File: src/rtl/shift_add_mul_ctrl.sv
// Sequential unsigned shift-and-add multiplier with Start/Busy/Done handshake.
// Optional early exit on exhausted multiplier bits: define SHIFT_ADD_MUL_EARLY_TERM_EN.
module shift_add_mul_ctrl #(
  parameter int WIDTH = 32
) (
  input  logic               clk,
  input  logic               rst,
  input  logic               Start,
  input  logic [WIDTH-1:0]   A,
  input  logic [WIDTH-1:0]   B,
  output logic               Busy,
  output logic               Done,
  output logic [2*WIDTH-1:0] R
);

  localparam int CW = $clog2(WIDTH) + 1;

  typedef enum logic [1:0] {
    S_IDLE = 2'd0,
    S_RUN  = 2'd1,
    S_DONE = 2'd2
  } state_t;

  state_t             state_q;
  logic [WIDTH-1:0]   m_q;
  logic [2*WIDTH-1:0] p_q;
  logic [2*WIDTH-1:0] r_q;
  logic [CW-1:0]      count_q;
  logic               busy_q;
  logic               done_q;

  logic [WIDTH-1:0]   add_sum_s;
  logic               add_carry_s;
  logic [2*WIDTH-1:0] p_d;
  logic [2*WIDTH-1:0] r_d;
  logic               last_s;

  // Shared ripple-carry adder: upper half of P plus the multiplicand.
  always_comb begin
    add_carry_s = 1'b0;
    add_sum_s   = '0;
    for (int i = 0; i < WIDTH; i++) begin
      add_sum_s[i] = p_q[WIDTH+i] ^ m_q[i] ^ add_carry_s;
      add_carry_s  = (p_q[WIDTH+i] & m_q[i]) | (add_carry_s & (p_q[WIDTH+i] ^ m_q[i]));
    end
  end

  // One iteration: conditional add, then shift right keeping the carry as new MSB.
  always_comb begin
    if (p_q[0]) begin
      p_d = {add_carry_s, add_sum_s, p_q[WIDTH-1:1]};
    end else begin
      p_d = {1'b0, p_q[2*WIDTH-1:1]};
    end
  end

`ifdef SHIFT_ADD_MUL_EARLY_TERM_EN
  logic [WIDTH-1:0] rem_mask_s;

  // Finish as soon as the unconsumed multiplier bits are all zero; realign P.
  always_comb begin
    rem_mask_s = {WIDTH{1'b1}} >> (count_q + CW'(1));
    last_s     = (count_q == CW'(WIDTH-1)) || ((p_d[WIDTH-1:0] & rem_mask_s) == '0);
    r_d        = p_d >> (CW'(WIDTH-1) - count_q);
  end
`else
  // Full-length run only.
  always_comb begin
    last_s = (count_q == CW'(WIDTH-1));
    r_d    = p_d;
  end
`endif

  // Control FSM with registered handshake outputs.
  always_ff @(posedge clk or posedge rst) begin
    if (rst) begin
      state_q <= S_IDLE;
      m_q     <= '0;
      p_q     <= '0;
      r_q     <= '0;
      count_q <= '0;
      busy_q  <= 1'b0;
      done_q  <= 1'b0;
    end else begin
      case (state_q)
        S_IDLE: begin
          if (Start) begin
            m_q     <= A;
            p_q     <= {{WIDTH{1'b0}}, B};
            count_q <= '0;
            state_q <= S_RUN;
            busy_q  <= 1'b1;
          end else begin
            state_q <= S_IDLE;
          end
          done_q <= 1'b0;
        end
        S_RUN: begin
          p_q     <= p_d;
          count_q <= count_q + CW'(1);
          if (last_s) begin
            r_q     <= r_d;
            state_q <= S_DONE;
            busy_q  <= 1'b0;
            done_q  <= 1'b1;
          end else begin
            state_q <= S_RUN;
            busy_q  <= 1'b1;
            done_q  <= 1'b0;
          end
        end
        S_DONE: begin
          state_q <= S_IDLE;
          busy_q  <= 1'b0;
          done_q  <= 1'b0;
        end
        default: begin
          state_q <= S_IDLE;
          busy_q  <= 1'b0;
          done_q  <= 1'b0;
        end
      endcase
    end
  end

  assign Busy = busy_q;
  assign Done = done_q;
  assign R    = r_q;

endmodule

File: config.mk
export PLATFORM = sky130hd
export DESIGN_NAME = shift_add_mul_ctrl
export DESIGN_NICKNAME = d
export VERILOG_FILES = /design/src/rtl/shift_add_mul_ctrl.sv
export SDC_FILE = /design/constraint.sdc
export NUM_CORES = 1
export LEC_CHECK = 0
export ABC_AREA = 1
export CAP_MARGIN = 20
export CORE_UTILIZATION = 42
export CTS_CLUSTER_SIZE = 10
export DETAILED_ROUTE_END_ITERATION = 12
export PLACE_DENSITY_LB_ADDON = 0.2
export SYNTH_ARGS = -nofsm -noshare
export SYNTH_HDL_FRONTEND = slang
export SYNTH_SLANG_ARGS = --single-unit
File: constraint.sdc
create_clock -name clk -period 11.8 [get_ports clk]
set_input_delay 3.54 -clock clk [delete_from_list [all_inputs] [get_ports clk]]
set_output_delay 3.54 -clock clk [all_outputs]
set_load 0.02 [all_outputs]
# After elaboration in Yosys (flattened, before gate mapping)
# Index checks and enable logic that the tools add are counted.
# totals
ff_bits,170
latch_bits,0
ramBits,0
mem_bits_ro,0
inputBits,67
out_inout_bits,66
wordCells,186
mem_count,0
# classes
add_sub_neg,1
n_mul,0
div_mod_pow,0
magnitude_cmp,0
n_eq_ne,3
shifts,0
muxes,13
n_bitwise,157
n_reduce_logical,5
# ops
operator,count
$mux W64,2
$pmux W64 S2,1
$and A1 B1 Y1,63
$xor A1 B1 Y1,63
$or A1 B1 Y1,31
$pmux W6 S2,1
$add A6 B1 Y6 const B,1
$eq A6 B5 Y1 const B,1
$mux W6,1
$reduce_and A2 Y1,3
$mux W1,5
$pmux W2 S2,1
$eq A2 B1 Y1 const B,1
$logic_not A2 Y1,1
$mux W2,1
$ne A2 B2 Y1 const B,1
$pmux W1 S2,1
$reduce_bool A2 Y1,1

# Longest topological paths before layout
# logic_depth
word_depth,65
depth_mapped,38

# Worst setup path before layout
# Ideal clock, no wire load.
# synth_path
kind,register -> register
startpoint,reg m_q[0]
endpoint,reg r_q[62] (netlist: R[62])
arrival_time_ns,12.598
path_slack_ns,-0.915
path_stages_with_launch,39
n_path_buf,0
cell_sequence,dfrtp_1 -> ha_1 -> inv_1 -> fa_1 -> fa_1 -> fa_1 -> fa_1 -> fa_1 -> fa_1 -> fa_1 -> fa_1 -> fa_1 -> fa_1 -> fa_1 -> fa_1 -> fa_1 -> fa_1 -> fa_1 -> [... 3 more ...] -> fa_1 -> fa_1 -> fa_1 -> fa_1 -> fa_1 -> fa_1 -> fa_1 -> fa_1 -> fa_1 -> fa_1 -> fa_1 -> fa_1 -> inv_1 -> fa_1 -> nand2_1 -> o21ai_0 -> nand3_1 -> nand2_1
# synth_via
elab_chain_cells,63
# synth_rtl
item,line_no,text
start: declaration,25,logic [WIDTH-1:0] m_q;
start signal: assignment,78,m_q <= '0;
start signal: assignment,88,m_q <= A;
$and A1 B1 Y1 (2 in a row),44,add_carry_s = (p_q[WIDTH+i] & m_q[i]) | (add_carry_s & (p_q[WIDTH+i] ^ m_q[i]));
$or A1 B1 Y1,44,
$and A1 B1 Y1,44,
$or A1 B1 Y1,44,
$and A1 B1 Y1,44,
$or A1 B1 Y1,44,
$and A1 B1 Y1,44,
$or A1 B1 Y1,44,
[... 46 more ...],n/a,
$and A1 B1 Y1,44,
$or A1 B1 Y1,44,
$and A1 B1 Y1,44,
$or A1 B1 Y1,44,
$and A1 B1 Y1,44,
$or A1 B1 Y1,44,
$xor A1 B1 Y1,43,add_sum_s[i] = p_q[WIDTH+i] ^ m_q[i] ^ add_carry_s;
$mux W64,50,if (p_q[0]) begin
end signal: assignment,102,r_q <= r_d;
end: declaration,27,logic [2*WIDTH-1:0] r_q;
# Every way passes these cells.
# A chain may end at the register's enable or synchronous reset.

# Worst setup path after layout
# layout_path
startpoint,reg m_q[0]
endpoint,reg p_q[62]
# layout_via
elab_chain_cells,64
# layout_rtl
item,line_no,text
$and A1 B1 Y1 (2 in a row),44,
$or A1 B1 Y1,44,
$and A1 B1 Y1,44,
$or A1 B1 Y1,44,
$and A1 B1 Y1,44,
$or A1 B1 Y1,44,
$and A1 B1 Y1,44,
$or A1 B1 Y1,44,
[... 47 more ...],n/a,
$or A1 B1 Y1,44,
$and A1 B1 Y1,44,
$or A1 B1 Y1,44,
$and A1 B1 Y1,44,
$or A1 B1 Y1,44,
$xor A1 B1 Y1,43,
$mux W64,50,
$pmux W64 S2,85,case (state_q)
end signal: assignment,89,"p_q <= {{WIDTH{1'b0}}, B};"
end signal: assignment,99,p_q <= p_d;
end: declaration,26,logic [2*WIDTH-1:0] p_q;
# Every way passes these cells.

==> impl_metrics.json <==
{
  "synth-main-ff-cell": "dfrtp_1",
  "ys_top_cells_by_count": "nand2_1 (408), dfrtp_1 (169), inv_1 (73), o21ai_0 (65), nand3_1 (63)",
  "yosysTopAreaCell": "dfrtp_1",
  "cts.htree.levels": 4,
  "async_flop_share": 1.00,
  "grt_pass1_wl_microns": 30700,
  "netlist-cell-type-count": 22,
  "p_seq_frac": 0.344,
  "power_frac_comb": 0.448,
  "die_x_microns": 140,
  "finalWirelength_microns": 17800,
  "gp_congestion": 0.753,
  "crit_family": "adder cells",
  "ys_warn_count": 0,
  "ios": 133,
  "fin_crit_ns": 11.85,
  "status": "finished, violations left",
  "hold_buffers": 0,
  "syn_nets": 1042,
  "irDropWorstVdd_uv": 114,
  "synth_top_area_share": 0.527,
  "fin_skew_ns": 0.00881,
  "pre_cts_ws_ns": -0.474,
  "netlist_area_sq_um": 8030,
  "synth_edf_count": 0,
  "hpwl_microns": 11200,
  "layout-drive-gt1-share": 0.0772,
  "worstSetupStartpointType": "flip-flop",
  "coreArea_sq_um": 18700,
  "clk_pin_slew_ns": 0.06,
  "drtPass1Iterations": 4,
  "hold_slack_ns": 0.466,
  "critical_path_class": "flip-flop to flip-flop",
  "tns_ns": -0.103,
  "grt_pass1_vias": 6140,
  "grt_max_degree": 84,
  "diodes": 0,
  "switching_share": 0.391,
  "crit_fanout": 2,
  "die-area_sq_um": 19700,
  "p_switching_mw": 1.11,
  "syn_inst": 942,
  "cp_num_buf_inv": 2,
  "crit_arrival_ns": 12.14,
  "drtIter0Drc": 280,
  "antenna_found_initial": 1,
  "ys_seq_area_frac": 0.527,
  "finalWorstSetupSlack_ns": -0.0549,
  "antenna_left": 0,
  "placed_area_sq_um": 9470,
  "violations": "negative setup slack",
  "vias": 6191,
  "cp_common_cell": "fa_2",
  "timing.fmax_mhz": 84.4,
  "cts_root_buf": "clkbuf_16",
  "setup_viol": 2,
  "utilization": 0.543,
  "hold_viol": 0,
  "ys_seq_elements": 169,
  "io_buffers": 132,
  "cts_sinks": 169,
  "viasPerCell": 4.78,
  "cts_buffer_depth": 2,
  "cp_data_required_time_ns": 12.09,
  "cts_buffers": 17,
  "worst_slew_pin_slew_ns": 1.02,
  "grt.overflow.total": 0,
  "area_delta_synth_final_pct": 26.6,
  "drc": 0,
  "die_h_microns": 140,
  "grt_util_all_layers": 0.199,
  "clock_latency_ns": 0.42,
  "synth_most_common_cell": "nand2_1",
  "slew_headroom": 0.318,
  "final_area_sq_um": 10200,
  "cts_tree": "built",
  "postSynthAreaPerCell_sq_um": 8.52,
  "cpMaxStageDelayCell": "fa_1",
  "hp-class": "flip-flop to flip-flop",
  "cap_violations": 0,
  "rsz0062_at_grt": "yes",
  "clkPwrFrac": 0.208,
  "cpPeakStageDelay_ns": 0.39,
  "power.internal_mw": 1.72,
  "initial_core_util": 0.429,
  "power_density_nw_per_um2": 279,
  "p_leak_nw": 4.95,
  "critPathCaptureType": "flip-flop",
  "routedWlPerCell_microns": 13.8,
  "final_nets": 1150,
  "slew_violations": 0,
  "min_period_over_period": 1.00,
  "synth.area.top_cells": "dfrtp_1 (53%), nand2_1 (19%), fa_1 (7.7%), o21ai_0 (4.1%), nand3_1 (3.9%)",
  "rows": 50
}
-- registers in the layout, indices dropped and copies added, names as in the netlist --
name,cells
R,64
count_q,6
state_q,1
m_q,32
Done,1
Busy,1
p_q,64
-- worst paths after layout --
path | startpoint | end | slack (ns) | cells after the start
worst max-delay path | m_q[0] | p_q[62] | -0.05 | 38
worst min-delay path | R[23] | R[23] | 0.47 | 2
worst max register to register | m_q[0] | p_q[62] | -0.05 | 38
worst min register to register | R[23] | R[23] | 0.47 | 2
max in group asynchronous | rst | p_q[0] | 6.35 | 4
min in group asynchronous | rst | R[41] | 3.52 | 2
-- cell type report --
type	instances	area (sq um)
Fill cell	1742	8550
Inverter	76	290
Tap cell	234	293
Clock buffer	23	478
Timing Repair Buffer	143	1430
Sequential cell	169	4230
Multi-Input combinational cell	643	3300
Clock inverter	8	143
-- power groups by stage --
stage / clock [mW] / sequential (mW) / combinational [mW]
finish: 0.589 / 0.972 / 1.27
global route: 0.626 / 1.00 / 1.48
CTS: 0.603 / 0.996 / 1.25
detailed placement: 0 / 1.00 / 1.22
global placement: 0 / 0.998 / 1.20
floorplan: 0 / 1.04 / 0.813
-- metal layers --
layer / wire [microns] / track usage / vias to the layer above
met5: 17 / 0 / -
met4: 149 / 0.0619 / 2
met3: 601 / 0.0379 / 12
met2: 8530 / 0.318 / 107
met1: 8540 / 0.274 / 2938
li1: - / - / 3132
-- per-stage QoR --
step,instances,total power [mW]
finish,1296,2.83
global route,1296,3.11
CTS,1293,2.85
detailed placement,1262,2.23
global placement,1262,2.19
floorplan,942,1.85
-- layout by cell type (no fill, tap or decap), types with 2 or more instances in the layout --
master | synthesis | final
nand3b_1 | 8 | 8
clkbuf_1 | 15 | 3
inv_2 | 3 | 4
clkbuf_8 | 0 | 3
fa_2 | 0 | 30
nand2_1 | 408 | 407
nor2_1 | 28 | 27
nor2_4 | 0 | 2
clkdlybuf4s50_1 | 0 | 132
nand2_2 | 1 | 2
o21ai_2 | 0 | 2
o21ai_0 | 65 | 62
nand3_1 | 63 | 63
clkinv_2 | 0 | 3
buf_12 | 0 | 2
clkbuf_16 | 0 | 17
o21ai_1 | 2 | 3
a21oi_1 | 24 | 24
buf_4 | 10 | 9
ha_1 | 2 | 2
bufinv_16 | 0 | 4
dfrtp_1 | 169 | 168
o22ai_1 | 7 | 7
inv_1 | 73 | 71
-- logic make-up (layout without fill, tap and decap cells) --
kind of cell / count (synthesis) / count (layout) / synth area share
AND/OR/NAND/NOR: 510 / 510 / 0.253
flip-flops: 169 / 169 / 0.527
buffers and inverters: 130 / 250 / 0.0747
AO/OA/AOI/OAI: 100 / 100 / 0.0652
adder cells (fa/ha/maj): 33 / 33 / 0.0804
-- worst reg2reg max path, delay by kind of cell (launching register included) --
kind,cells,cell delay (ns)
AO/OA/AOI/OAI,2,0.13
AND/OR/NAND/NOR,2,0.16
buffers and inverters,2,0.10
adder cells (fa/ha/maj),32,10.98
flip-flops,1,0.35
-- repair_timing --
action / 4_1_cts / 5_1_grt
hold endpoints to repair: 0 / 0
resized for setup: 10 / 3
endpoints found under the setup margin: 6 / 6
buffers inserted: 0 / 1
cloned: 0 / 0
pin swaps: 1 / 2
Note: power is estimated with default switching activity, not from simulation.
